File: config.mk
export PLATFORM = sky130hd
export DESIGN_NAME = int_fp_acc
export DESIGN_NICKNAME = d
export VERILOG_FILES = /design/src/rtl/int_fp_pkg.sv /design/src/rtl/int_fp_add.sv /design/src/rtl/int_fp_acc.sv
export SDC_FILE = /design/constraint.sdc
export NUM_CORES = 1
export LEC_CHECK = 0
export CAP_MARGIN = 10
export CORE_MARGIN = 8
export CORE_UTILIZATION = 60
export CTS_BUF_LIST = sky130_fd_sc_hd__clkbuf_16
export DETAILED_ROUTE_END_ITERATION = 10
export MAX_ROUTING_LAYER = met4
export PLACE_DENSITY = 0.88
export SETUP_SLACK_MARGIN = 0.4
export SYNTH_ARGS = -nofsm -noshare
export SYNTH_HDL_FRONTEND = slang
export SYNTH_SLANG_ARGS = --single-unit
File: constraint.sdc
create_clock -name clk -period 53.2 [get_ports clk]
set_input_delay 7.98 -clock clk [delete_from_list [all_inputs] [get_ports clk]]
set_output_delay 7.98 -clock clk [all_outputs]
set_load 0.005 [all_outputs]
File: src/rtl/int_fp_pkg.sv
// Shared definitions for the INT16/FP16 MAC adder stage: operand width, mode
// encodings, accumulator FSM states and small FP16 field helpers.
package int_fp_pkg;

    localparam int DATA_W = 16;

    localparam logic MODE_INT = 1'b0;
    localparam logic MODE_FP  = 1'b1;

    localparam logic [15:0] FP16_QNAN = 16'h7E00;

    typedef enum logic [1:0] {
        ST_IDLE = 2'd0,
        ST_ACC  = 2'd1,
        ST_DONE = 2'd2
    } state_t;

    function automatic logic fp16_is_nan(input logic [15:0] x);
        return (x[14:10] == 5'h1F) && (x[9:0] != 10'd0);
    endfunction

    function automatic logic fp16_is_inf(input logic [15:0] x);
        return (x[14:10] == 5'h1F) && (x[9:0] == 10'd0);
    endfunction

    // Subnormals share the exponent of the smallest normal (1) with no hidden bit.
    function automatic logic [5:0] fp16_eff_exp(input logic [4:0] e);
        return (e == 5'd0) ? 6'd1 : {1'b0, e};
    endfunction

    function automatic logic [10:0] fp16_mant(input logic [15:0] x);
        return {(x[14:10] != 5'd0), x[9:0]};
    endfunction

endpackage

File: src/rtl/int_fp_add.sv
// Combinational adder: INT16 wrapping add or FP16 add with round-to-nearest-even,
// subnormal support, overflow to infinity and a canonical quiet NaN.
module int_fp_add
    import int_fp_pkg::*;
(
    input  logic              mode,
    input  logic [DATA_W-1:0] a,
    input  logic [DATA_W-1:0] b,
    output logic [DATA_W-1:0] sum
);

    logic [15:0] int_sum_s;
    logic [15:0] fp_sum_s;
    logic [15:0] big_s;
    logic [15:0] sml_s;
    logic        eff_sub_s;
    logic [5:0]  big_exp_s;
    logic [5:0]  sml_exp_s;
    logic [5:0]  exp_diff_s;
    logic [13:0] big_man_s;
    logic [13:0] sml_man_s;
    logic [13:0] sml_sh_s;
    logic [13:0] sml_al_s;
    logic        sticky_s;
    logic [14:0] raw_s;
    logic [13:0] norm_s;
    logic [5:0]  norm_exp_s;
    logic        inc_s;
    logic [11:0] rnd_s;
    logic [5:0]  fin_exp_s;
    logic [9:0]  fin_frac_s;

    assign int_sum_s = a + b;

    // Order operands by magnitude so the aligned subtraction never goes negative.
    always_comb begin
        if (b[14:0] > a[14:0]) begin
            big_s = b;
            sml_s = a;
        end else begin
            big_s = a;
            sml_s = b;
        end
    end

    assign eff_sub_s  = big_s[15] ^ sml_s[15];
    assign big_exp_s  = fp16_eff_exp(big_s[14:10]);
    assign sml_exp_s  = fp16_eff_exp(sml_s[14:10]);
    assign exp_diff_s = big_exp_s - sml_exp_s;
    // Three extra low bits hold guard, round and a folded sticky bit.
    assign big_man_s  = {fp16_mant(big_s), 3'b000};
    assign sml_man_s  = {fp16_mant(sml_s), 3'b000};
    assign sml_sh_s   = sml_man_s >> exp_diff_s;
    assign sticky_s   = |(sml_man_s & ~(14'h3FFF << exp_diff_s));
    assign sml_al_s   = {sml_sh_s[13:1], sml_sh_s[0] | sticky_s};
    assign raw_s      = eff_sub_s ? ({1'b0, big_man_s} - {1'b0, sml_al_s})
                                  : ({1'b0, big_man_s} + {1'b0, sml_al_s});

    // Normalise: right by one on carry-out, else left until the hidden bit or exponent 1.
    always_comb begin
        norm_s     = raw_s[13:0];
        norm_exp_s = big_exp_s;
        if (raw_s[14]) begin
            norm_s     = {raw_s[14:2], raw_s[1] | raw_s[0]};
            norm_exp_s = big_exp_s + 6'd1;
        end else begin
            for (int i = 0; i < 13; i++) begin
                if (!norm_s[13] && (norm_exp_s > 6'd1)) begin
                    norm_s     = {norm_s[12:0], 1'b0};
                    norm_exp_s = norm_exp_s - 6'd1;
                end else begin
                    norm_s     = norm_s;
                    norm_exp_s = norm_exp_s;
                end
            end
        end
    end

    // Round to nearest even and pack, saturating the exponent into infinity.
    always_comb begin
        inc_s = norm_s[2] & (norm_s[1] | norm_s[0] | norm_s[3]);
        rnd_s = {1'b0, norm_s[13:3]} + {11'd0, inc_s};
        if (rnd_s[11]) begin
            fin_exp_s  = norm_exp_s + 6'd1;
            fin_frac_s = 10'd0;
        end else if (rnd_s[10]) begin
            fin_exp_s  = norm_exp_s;
            fin_frac_s = rnd_s[9:0];
        end else begin
            fin_exp_s  = 6'd0;
            fin_frac_s = rnd_s[9:0];
        end
        if (raw_s == 15'd0) begin
            fp_sum_s = {big_s[15] & ~eff_sub_s, 15'd0};
        end else if (fin_exp_s >= 6'd31) begin
            fp_sum_s = {big_s[15], 15'h7C00};
        end else begin
            fp_sum_s = {big_s[15], fin_exp_s[4:0], fin_frac_s};
        end
    end

    // Select the integer result or the FP result with special operands applied.
    always_comb begin
        if (mode == MODE_INT) begin
            sum = int_sum_s;
        end else if (fp16_is_nan(a) || fp16_is_nan(b) ||
                     (fp16_is_inf(a) && fp16_is_inf(b) && (a[15] != b[15]))) begin
            sum = FP16_QNAN;
        end else if (fp16_is_inf(a)) begin
            sum = a;
        end else if (fp16_is_inf(b)) begin
            sum = b;
        end else begin
            sum = fp_sum_s;
        end
    end

endmodule

File: src/rtl/int_fp_acc.sv
// Frame accumulator: sums a valid/ready stream of INT16 or FP16 products and
// presents one registered result per frame on an output valid/ready handshake.
module int_fp_acc #(
    parameter int DATA_W = 16,
    parameter int CNT_W  = 8
) (
    input  logic              clk,
    input  logic              rst_n,
    input  logic              mode,
    input  logic              clear,
    input  logic              in_valid,
    output logic              in_ready,
    input  logic [DATA_W-1:0] in_data,
    input  logic              in_last,
    output logic              out_valid,
    input  logic              out_ready,
    output logic [DATA_W-1:0] out_data,
    output logic [CNT_W-1:0]  out_count,
    output logic              busy
);
    import int_fp_pkg::*;

    localparam logic [CNT_W-1:0] CNT_ONE = {{(CNT_W-1){1'b0}}, 1'b1};
    localparam logic [CNT_W-1:0] CNT_MAX = {CNT_W{1'b1}};

    state_t            state_r;
    logic [DATA_W-1:0] acc_r;
    logic [DATA_W-1:0] out_data_r;
    logic [DATA_W-1:0] sum_s;
    logic [CNT_W-1:0]  cnt_r;
    logic [CNT_W-1:0]  out_count_r;
    logic [CNT_W-1:0]  cnt_inc_s;
    logic              mode_r;
    logic              in_ready_r;
    logic              out_valid_r;
    logic              busy_r;
    logic              accept_s;

    assign accept_s  = in_valid && in_ready_r;
    assign cnt_inc_s = (cnt_r == CNT_MAX) ? cnt_r : (cnt_r + CNT_ONE);

    int_fp_add u_add (
        .mode (mode_r),
        .a    (acc_r),
        .b    (in_data),
        .sum  (sum_s)
    );

    // Frame FSM with accumulator, beat counter and registered handshake outputs.
    always_ff @(posedge clk) begin
        if (!rst_n || clear) begin
            state_r     <= ST_IDLE;
            acc_r       <= '0;
            cnt_r       <= '0;
            mode_r      <= MODE_INT;
            out_data_r  <= '0;
            out_count_r <= '0;
            out_valid_r <= 1'b0;
            in_ready_r  <= 1'b1;
            busy_r      <= 1'b0;
        end else begin
            case (state_r)
                ST_IDLE: begin
                    if (accept_s) begin
                        acc_r  <= in_data;
                        mode_r <= mode;
                        cnt_r  <= CNT_ONE;
                        busy_r <= 1'b1;
                        if (in_last) begin
                            state_r     <= ST_DONE;
                            out_data_r  <= in_data;
                            out_count_r <= CNT_ONE;
                            out_valid_r <= 1'b1;
                            in_ready_r  <= 1'b0;
                        end else begin
                            state_r <= ST_ACC;
                        end
                    end else begin
                        state_r <= ST_IDLE;
                    end
                end
                ST_ACC: begin
                    if (accept_s) begin
                        acc_r <= sum_s;
                        cnt_r <= cnt_inc_s;
                        if (in_last) begin
                            state_r     <= ST_DONE;
                            out_data_r  <= sum_s;
                            out_count_r <= cnt_inc_s;
                            out_valid_r <= 1'b1;
                            in_ready_r  <= 1'b0;
                        end else begin
                            state_r <= ST_ACC;
                        end
                    end else begin
                        state_r <= ST_ACC;
                    end
                end
                ST_DONE: begin
                    // Result accepted: return to idle; no beat is taken this cycle.
                    if (out_ready) begin
                        state_r     <= ST_IDLE;
                        acc_r       <= '0;
                        cnt_r       <= '0;
                        out_data_r  <= '0;
                        out_count_r <= '0;
                        out_valid_r <= 1'b0;
                        in_ready_r  <= 1'b1;
                        busy_r      <= 1'b0;
                    end else begin
                        state_r <= ST_DONE;
                    end
                end
                default: begin
                    state_r     <= ST_IDLE;
                    acc_r       <= '0;
                    cnt_r       <= '0;
                    out_data_r  <= '0;
                    out_count_r <= '0;
                    out_valid_r <= 1'b0;
                    in_ready_r  <= 1'b1;
                    busy_r      <= 1'b0;
                end
            endcase
        end
    end

    assign in_ready  = in_ready_r;
    assign out_valid = out_valid_r;
    assign out_data  = out_data_r;
    assign out_count = out_count_r;
    assign busy      = busy_r;

endmodule

# After elaboration in Yosys (flattened, before gate mapping)
# Index checks and enable logic that the tools add are counted.
# word_totals
mem_bits_rw	0
mem_bits_ro	0
mem_count	0
register_bits	54
latchBits	0
word_cells	225
# op_classes
reduce_logical	54
div_mod_pow	0
muxes	100
magnitude_cmp	15
n_addsub	21
eq_ne	13
n_bitwise	11
shifts	2
n_mul	0
# ops
operator	n
$mux 14	26
$mux 16	14
$mux 6	28
$pmux 16 s3	2
$gt 6x1->1 const B	13
$sub 6x1->6 const B	13
$mux 8	8
$pmux 8 s3	2
$mux 15	2
$logic_and 1x1->1	20
$logic_not 10->1	2
$reduce_bool 10->1	2
$add 16x16->16	1
$add 14x14->15	1
$gt 15x15->1	1
$logic_not 15->1	1
$sub 14x14->15	1
$and 14x14->14	1
$logic_not 1->1	14
$not 14->14	1
$reduce_or 14->1	1
$shl 14x6->14 const A	1
$shr 14x6->14	1
$add 11x1->12	1
other kinds (30)	59

# Depth between registers and ports, before layout
# Gate-level depths: netlist (run 1).
# logic_depth
depth_word	80
depth_mapped	76
ltp_nobuf	67

# By module
# Synthesis (run 1) repeated with hierarchy kept, for this count alone.
# hier_totals
hier_cells	2112
hier_area_um2	14292.5
# modules_own_cells
module	area_each_um2	cells_each	instances
int_fp_add	11888.9	1818	1
int_fp_acc	2403.6	294	1

# Worst setup path after synthesis (run 1)
# No wires, ideal clock.
# synth_path
path_type	in2reg
startpoint	input port in_data[14]
endpoint	register acc_r[10]
path_stages	68
t_arrival_ns	22.717
setup_ns	0.112
path_buffers	9
required_time_ns	53.088
setup_slack_ns	30.371
cell_sequence	ha_1 -> buf_2 -> a21oi_1 -> o21ai_1 -> a21oi_1 -> o22ai_4 -> buf_2 -> buf_2 -> nand2_1 -> a21boi_1 -> nand2_1 -> nand2_1 -> inv_1 -> buf_2 -> ha_1 -> buf_1 -> buf_2 -> clkbuf_1 -> (+32 left out) -> mux2_2 -> and3_1 -> a2111o_1 -> o21a_1 -> a211oi_2 -> mux2i_1 -> a41o_1 -> xor2_1 -> a21oi_2 -> ha_1 -> nand3_1 -> a311oi_1 -> a21o_1 -> a21oi_2 -> a311oi_4 -> buf_6 -> nor4_1 -> a2111oi_1
# synth_between
elab_chain_len	79
elab_cells_between_ends	150
cone_classes	add/sub (19); order compare (15); eq/ne (1); shift (2); mux (67); bitwise (8); reduce/logical (38)
# synth_lines
item	line_no	source
start: declaration	int_fp_acc.sv:13	input logic [DATA_W-1:0] in_data,
$gt 15x15->1	int_fp_add.sv:37	if (b[14:0] > a[14:0]) begin
$mux 16	int_fp_add.sv:37	
$logic_not 5->1	int_fp_pkg.sv:28	return (e == 5'd0) ? 6'd1 : {1'b0, e};
$mux 5	int_fp_pkg.sv:28	
$sub 6x6->6	int_fp_add.sv:49	assign exp_diff_s = big_exp_s - sml_exp_s;
$shl 14x6->14	int_fp_add.sv:54	assign sticky_s = |(sml_man_s & ~(14'h3FFF << exp_diff_s));
$not 14->14	int_fp_add.sv:54	
$and 14x14->14	int_fp_add.sv:54	
(+63 left out)	n/a	
$mux 15	int_fp_add.sv:95	end else if (fin_exp_s >= 6'd31) begin
$mux 16	int_fp_add.sv:93	if (raw_s == 15'd0) begin
$mux 16	int_fp_add.sv:111	end else if (fp16_is_inf(b)) begin
$mux 16	int_fp_add.sv:109	end else if (fp16_is_inf(a)) begin
$mux 16 *	int_fp_add.sv:106	end else if (fp16_is_nan(a) || fp16_is_nan(b) ||
$mux 16 *	int_fp_add.sv:104	if (mode == MODE_INT) begin
$mux 16 *	int_fp_acc.sv:83	if (accept_s) begin
$pmux 16 s3 *	int_fp_acc.sv:62	case (state_r)
end signal: assignment	int_fp_acc.sv:65	acc_r <= in_data;
end signal: assignment	int_fp_acc.sv:84	acc_r <= sum_s;
end: declaration	int_fp_acc.sv:27	logic [DATA_W-1:0] acc_r;
# Mark *: on every way between the ends. The rest lies on a longest branch, timed or not. The select of a mux whose other input is x is not followed.
# A chain may end at the register's enable or synchronous reset.

# Final worst setup path (run 1)
# layout_path
startpoint	input port in_data[14]
endpoint	register acc_r[11]
# Same word-level chain as after synthesis.

==> reports/metrics.csv, run 1 <==
metric,value,unit
run status,"complete, no violations",
Worst R2R End,acc_r[11]$_SDFFE_PP0P_,
Post-synth ARST share,0,
critical path endpoint category,flip-flop,
setup repair after global routing missed its margin,no,
count of instances resized after the clock tree is built,0,
Switching Power,326,uW
Clock Path Buffers,2,
# clock sinks,54,
number of flops mapped to enable cells by yosys,0,
max-capacitance violation count,0,
CTS clock-pin slew for the worst setup and hold paths,0.07,ns
Total Negative Setup Slacks,0,ns
part of the Yosys area used for sequential elements,0.0957,
via density per instance,6.99,
fin nets,1737,
"sum of internal, switching and leakage power",556,uW
number of setup buffers added after CTS,0,
required time at the endpoint of the critical path,53.36,ns
final estimated routing congestion in global placement,1.02,
final worst slack,26.46,ns
biggest fanout along the worst timing path,43,
Fillers,1639,
cell accounting for the most synthesized area,sky130_fd_sc_hd__dfxtp_1,
Seq cells post-synth,54,
number of buffer cells added on primary ports,49,
area of the mapped netlist,11300,um2
nature of the critical path startpoint,input port,
path class of the lowest-slack min-delay path,flip-flop to flip-flop,
worst clock skew on the final layout,0.00461,ns
Final Max Slew Viols,0,
Leakage Power,0.00470,uW
share of power burned in combinational logic,0.862,
"CP delay by family, top",compound AO/OA/AOI/OAI gates,
arrival time reported for the critical path endpoint,26.91,ns
antenna-violating nets left,0,
placed inst area,11800,um2
die outline width,153,um
via count,13200,
overall routed net length,37.8,mm
worst slack at placement,26.81,ns
Worst Setup Path Type,input port to flip-flop,
Mapped Cells,1655,
half-perimeter wire length after detailed placement,29.6,mm
detailed-route DRC error count,0,
Tmin final,26.74,ns
number of buffers and inverters on the critical path,7,
deepest level of the CTS H-tree,2,
number of global-route vias before repair,12200,
number of optimization iterations in the first detailed-route pass,6,
slew of the pin with the lowest slew margin,1.12,ns
capturing element of the worst setup path,acc_r[11]$_SDFFE_PP0P_,
area taken by multi-input logic gates,9630,um2
Final Hold Viols,0,
layout cells sized above 1,0.0789,
maximum cell stage delay along the critical path,0.83,ns
maximum number of pins on one net before global-route repair,44,
period utilization,0.503,
Top Ports,50,
area of the core,18600,um2
"Clk Latency, worst-skew pair",0.30,ns
effective utilization at floorplan,0.608,
Yosys warning total,0,
Avg WL per Cell,20.1,um
grt total ovfl,0,
Worst R2R Path Depth,68,
"Hold-fix buffers, CTS",0,
launching point of the worst reg2reg path,acc_r[5]$_SDFFE_PP0P_,
Root Buffer,sky130_fd_sc_hd__clkbuf_16,
net switching share of the total power,0.587,
Most common cell on crit path,sky130_fd_sc_hd__a21oi_1,
leading post-synthesis cells by cell area,"sky130_fd_sc_hd__dfxtp_1 (9.6%), sky130_fd_sc_hd__nand2_1 (7.3%), sky130_fd_sc_hd__ha_1 (7.1%)",
die outline area,23500,um2
Fmax,37.4,MHz
cell area after layout,12000,um2
number of antenna violations at the first check in global routing,0,
worst slew margin relative to its limit,0.252,
post-synthesis area per instance,6.83,um2
CTS Buf Count,5,
most frequently used flop master after synthesis,sky130_fd_sc_hd__dfxtp_1,
wire length of the first global-routing pass,61.0,mm
instance count on the critical path,68,
number of distinct library cells after synthesis,131,
TritonCTS clock tree,built,
number of setup violations in the final report,0,
Area Growth Syn to Fin,6.08,%
worst ir drop on vdd,0.0000241,V
count of antenna diodes in the layout,0,
launching instance or port of the critical path,in_data[14],
global-route total usage across every layer,0.312,
crit path max-delay cell type,sky130_fd_sc_hd__mux2i_1,
Synthesized Nets,1745,
register area,1080,um2
internal power of the cells,230,uW
initial drt markers,1523,
Placement Rows,50,
relative contribution of sequential cells to total power,0.080,
Reg2Reg Setup Slack,34.22,ns
proportion of netlist area held by the largest area contributor,0.0957,
die extent in y,153,um
power density over the cells,46.4,nW/um2
clock share of power,0.058,
[layer usage]
layer	part of all wire	wire length, um	up-vias	track usage
li1	-	-	6145	-
met2	0.45	17000	761	0.496
met3	0.087	3290	130	0.0403
met5	0	0	-	-
met1	0.42	16000	6118	0.398
met4	0.037	1410	0	0.120
[cell usage in the layout, fill, tap and decap left out, drive strengths merged, types with 27 or more instances in the layout]
| master | instances |
|---|---|
| o21ai | 120 |
| nand2 | 222 |
| xor2 | 27 |
| clkdlybuf4s50 | 49 |
| nor3 | 39 |
| ha | 64 |
| inv | 66 |
| xnor2 | 30 |
| mux2 | 27 |
| dfxtp | 54 |
| a21oi | 153 |
| nor2 | 196 |
| mux2i | 64 |
| nand3 | 57 |
[how the worst min path moves through the flow]
| stage | cells past startpoint | to | startpoint | slack, ns |
|---|---|---|---|---|
| 6_report | 2 | out_count[6]$_SDFFE_PP0P_ | out_count[6]$_SDFFE_PP0P_ | 0.45 |
| 4_1_cts | 2 | out_count[4]$_SDFFE_PP0P_ | out_count[4]$_SDFFE_PP0P_ | 0.45 |
| 3_3_place_gp | 2 | out_count[5]$_SDFFE_PP0P_ | out_count[5]$_SDFFE_PP0P_ | 0.44 |
| 2_1_floorplan | 2 | cnt_r[6]$_SDFFE_PP0P_ | cnt_r[6]$_SDFFE_PP0P_ | 0.44 |
| 3_5_place_dp | 2 | out_count[7]$_SDFFE_PP0P_ | out_count[7]$_SDFFE_PP0P_ | 0.45 |
| 5_1_grt | 2 | out_count[6]$_SDFFE_PP0P_ | out_count[6]$_SDFFE_PP0P_ | 0.47 |
[cells by family (layout without fill, tap and decap cells)]
group / after synthesis / count (layout) / synth area share
compound gates: 566 / 566 / 0.358
buf+inv: 144 / 136 / 0.0526
simple gates: 675 / 675 / 0.286
flops: 54 / 54 / 0.0957
fa+ha+maj: 67 / 67 / 0.0762
mux: 92 / 92 / 0.0859
xor+xnor: 57 / 57 / 0.0462
[power groups by stage]
stage | logic, uW | registers (uW) | clock network [uW]
floorplan | 362 | 43.9 | 0
global placement | 454 | 45.0 | 0
detailed placement | 461 | 45.0 | 0
CTS | 464 | 44.1 | 32.2
global route | 517 | 44.4 | 34.0
finish | 480 | 44.3 | 32.3
[Yosys cell counts, types with 15 or more instances]
cell	n
sky130_fd_sc_hd__a211oi_1	19
sky130_fd_sc_hd__a21o_1	21
sky130_fd_sc_hd__a21oi_1	148
sky130_fd_sc_hd__a31oi_1	22
sky130_fd_sc_hd__and2_1	25
sky130_fd_sc_hd__and3_1	21
sky130_fd_sc_hd__buf_2	19
sky130_fd_sc_hd__clkbuf_1	47
sky130_fd_sc_hd__dfxtp_1	54
sky130_fd_sc_hd__ha_1	64
sky130_fd_sc_hd__inv_1	63
sky130_fd_sc_hd__mux2_2	23
sky130_fd_sc_hd__mux2i_1	63
sky130_fd_sc_hd__nand2_1	219
sky130_fd_sc_hd__nand3_1	56
sky130_fd_sc_hd__nand4_1	15
sky130_fd_sc_hd__nor2_1	193
sky130_fd_sc_hd__nor3_1	35
sky130_fd_sc_hd__o211ai_1	22
sky130_fd_sc_hd__o21a_1	16
sky130_fd_sc_hd__o21ai_0	102
sky130_fd_sc_hd__o21ai_1	15
sky130_fd_sc_hd__xnor2_1	28
sky130_fd_sc_hd__xor2_1	26
[per-stage QoR]
step	hold WS [ns]	util	cells
finish	0.454	0.645	1881
global route	0.469	0.645	1881
CTS	0.454	0.645	1881
detailed placement	0.445	0.638	1874
global placement	0.439	0.638	1874
floorplan	0.442	-	1655
[registers in the layout, summed over array words and instances, names as in the netlist]
| name | count |
|---|---|
| acc_r | 16 |
| busy | 1 |
| cnt_r | 8 |
| in_ready | 1 |
| mode_r | 1 |
| out_count | 8 |
| out_data | 16 |
| out_valid | 1 |
| state_r | 2 |
[area by class of cell]
class                   instances  area share
inverters                      67      0.0210
repair buffers                 62      0.0491
flip-flops and latches         54      0.0902
clock inverters                 2     0.00115
clock buffers                   5      0.0104
multi-input cells            1457       0.804
well taps                     234      0.0244
[tightest hold or removal path: cells and delay by family, from the launching register on]
family             cells  cell delay (ns)
AOI/OAI and AO/OA      1             0.05
DFF                    1             0.31
and+or+nand+nor        1             0.05
Power figures use the tool's default switching activity.
==> run 2, diff against run 1 <==
CORE_UTILIZATION = 58   (was 60)
PLACE_DENSITY = 0.89   (was 0.88)
clock period = 23.6 ns   (was 53.2 ns; I/O delays follow)
==> run 2 against run 1 <==
Effect of this change: core utilization is 1.9 points lower; sequential share of layout area is 0.058 points lower; final area is 0.65% higher; combinational power is 130% higher; critical path depth is 3 lower; final cell count is 1.6% higher; critical endpoint is now acc_r[10]$_SDFFE_PP0P_.
==> reports/metrics.csv, run 2 (synthesis gave the netlist of run 1 again) <==
metric,value,unit
fin nets,1735,
number of setup buffers added after CTS,0,
global-route total usage across every layer,0.311,
critical path endpoint category,flip-flop,
die outline area,24200,um2
Placement Rows,51,
effective utilization at floorplan,0.586,
antenna-violating nets left,0,
"leading cell type in the layout, fill and taps excluded",sky130_fd_sc_hd__nand2_1,
number of optimization iterations in the first detailed-route pass,7,
path class of the lowest-slack min-delay path,flip-flop to flip-flop,
maximum cell stage delay along the critical path,1.01,ns
TritonCTS clock tree,built,
CTS Buf Count,5,
worst slew margin relative to its limit,0.284,
half-perimeter wire length after detailed placement,29.6,mm
Worst R2R Path Depth,64,
overall routed net length,38.3,mm
maximum number of pins on one net before global-route repair,39,
Area Growth Syn to Fin,6.77,%
period utilization,0.920,
via density per instance,6.88,
Final Max Slew Viols,0,
grt total ovfl,0,
setup repair after global routing missed its margin,no,
Leakage Power,0.00471,uW
Root Buffer,sky130_fd_sc_hd__clkbuf_16,
Fmax,46.0,MHz
Hold Crit Depth,2,
final estimated routing congestion in global placement,1.06,
source of the worst hold timing path,busy$_SDFFE_PP0P_,
die extent in y,156,um
number of global-route vias before repair,12100,
via count,13100,
number of setup violations in the final report,0,
area of the core,19300,um2
worst clock skew on the final layout,0.00691,ns
detailed-route DRC error count,0,
Reg2Reg Setup Slack,5.17,ns
slew of the pin with the lowest slew margin,1.07,ns
"commonest cells after routing, fill and taps aside","sky130_fd_sc_hd__nand2_1 (219), sky130_fd_sc_hd__nor2_1 (193), sky130_fd_sc_hd__a21oi_1 (148)",
Total Negative Setup Slacks,0,ns
power density over the cells,106,nW/um2
required time at the endpoint of the critical path,23.78,ns
run status,"complete, no violations",
arrival time reported for the critical path endpoint,21.90,ns
Most common cell on crit path,sky130_fd_sc_hd__a21oi_1,
"Clk Latency, worst-skew pair",0.30,ns
Tmin final,21.72,ns
initial drt markers,1314,
nature of the critical path startpoint,input port,
Worst Setup Path Type,input port to flip-flop,
launching point of the worst reg2reg path,acc_r[3]$_SDFFE_PP0P_,
Avg WL per Cell,20.0,um
biggest fanout along the worst timing path,29,
worst hold margin,0.456,ns
count of antenna diodes in the layout,0,
number of buffer cells added on primary ports,49,
CTS clock-pin slew for the worst setup and hold paths,0.07,ns
deepest level of the CTS H-tree,2,
Hold Crit Endpoint,busy$_SDFFE_PP0P_,
Final Hold Viols,0,
placed instance count,1902,
# clock sinks,54,
Worst R2R End,acc_r[10]$_SDFFE_PP0P_,
post-route insts no fill,1911,
crit path max-delay cell type,sky130_fd_sc_hd__fa_1,
Clock Path Buffers,2,
number of antenna violations at the first check in global routing,0,
area taken by multi-input logic gates,9640,um2
wire length of the first global-routing pass,61.5,mm
die outline width,156,um
register area,1080,um2
Top Ports,50,
layout cells sized above 1,0.0802,
worst ir drop on vdd,0.0000595,V
Fillers,1839,
max-capacitance violation count,0,
==> run 2: changes by cell type in the layout (fill, tap and decap cells not counted), sizes merged <==
cell	change
buf	-2
bufinv	+1
clkinv	-1
clkinvlp	+1
==> run 2: area by class of cell <==
type,instances,area share
Tap cell,265,0.0275
Clock inverter,3,0.00405
Multi-Input combinational cell,1457,0.799
Clock buffer,5,0.0104
Inverter,67,0.0209
Timing Repair Buffer,60,0.0481
Sequential cell,54,0.0896
==> run 2: routing by layer <==
| layer | vias up | GRT usage | wire (um) | part of all wire |
|---|---|---|---|---|
| met5 | - | - | 0 | 0 |
| met4 | 0 | 0.154 | 1920 | 0.050 |
| met3 | 125 | 0.0341 | 3370 | 0.088 |
| met2 | 733 | 0.486 | 17100 | 0.45 |
| met1 | 6154 | 0.394 | 15900 | 0.42 |
| li1 | 6129 | - | - | - |
==> run 2: how the worst max path moves through the flow <==
stage / startpoint / end
2_1_floorplan: in_data[14] / acc_r[10]$_SDFFE_PP0P_
3_3_place_gp: in_data[0] / out_data[5]$_SDFFE_PP0P_
3_5_place_dp: in_data[0] / acc_r[10]$_SDFFE_PP0P_
4_1_cts: in_data[0] / acc_r[10]$_SDFFE_PP0P_
5_1_grt: in_data[0] / acc_r[11]$_SDFFE_PP0P_
6_report: in_data[0] / acc_r[10]$_SDFFE_PP0P_
==> run 2: power breakdown <==
part           internal (uW)  switching (uW)  leakage [uW]
registers               94.3            5.44      0.000439
logic                    385             702       0.00418
clock network           50.9            35.9     0.0000819
total                    530             743       0.00471
==> run 2: metrics by stage <==
stage | area, um2 | utilization | total power [uW] | setup WS, ns
global placement | 11900 | 0.616 | 1140 | 2.54
global route | 12100 | 0.626 | 1370 | 0.554
floorplan | 11300 | - | 915 | 5.21
finish | 12100 | 0.626 | 1270 | 1.88
detailed placement | 11900 | 0.616 | 1150 | 1.79
CTS | 12000 | 0.625 | 1240 | 2.07
==> run 2: worst max-delay path, delay by kind of cell <==
family,cells,cell delay [ns]
buffers and inverters,8,2.16
adders and majority gates,6,2.40
xor gates and xnor gates,2,0.62
and+or+nand+nor,17,3.78
AOI/OAI and AO/OA,32,9.36
==> run 2: what timing repair did <==
item / CTS / global route
resized for setup: 0 / 3
setup endpoints to repair: 0 / 25
hold buffers: 0 / 0
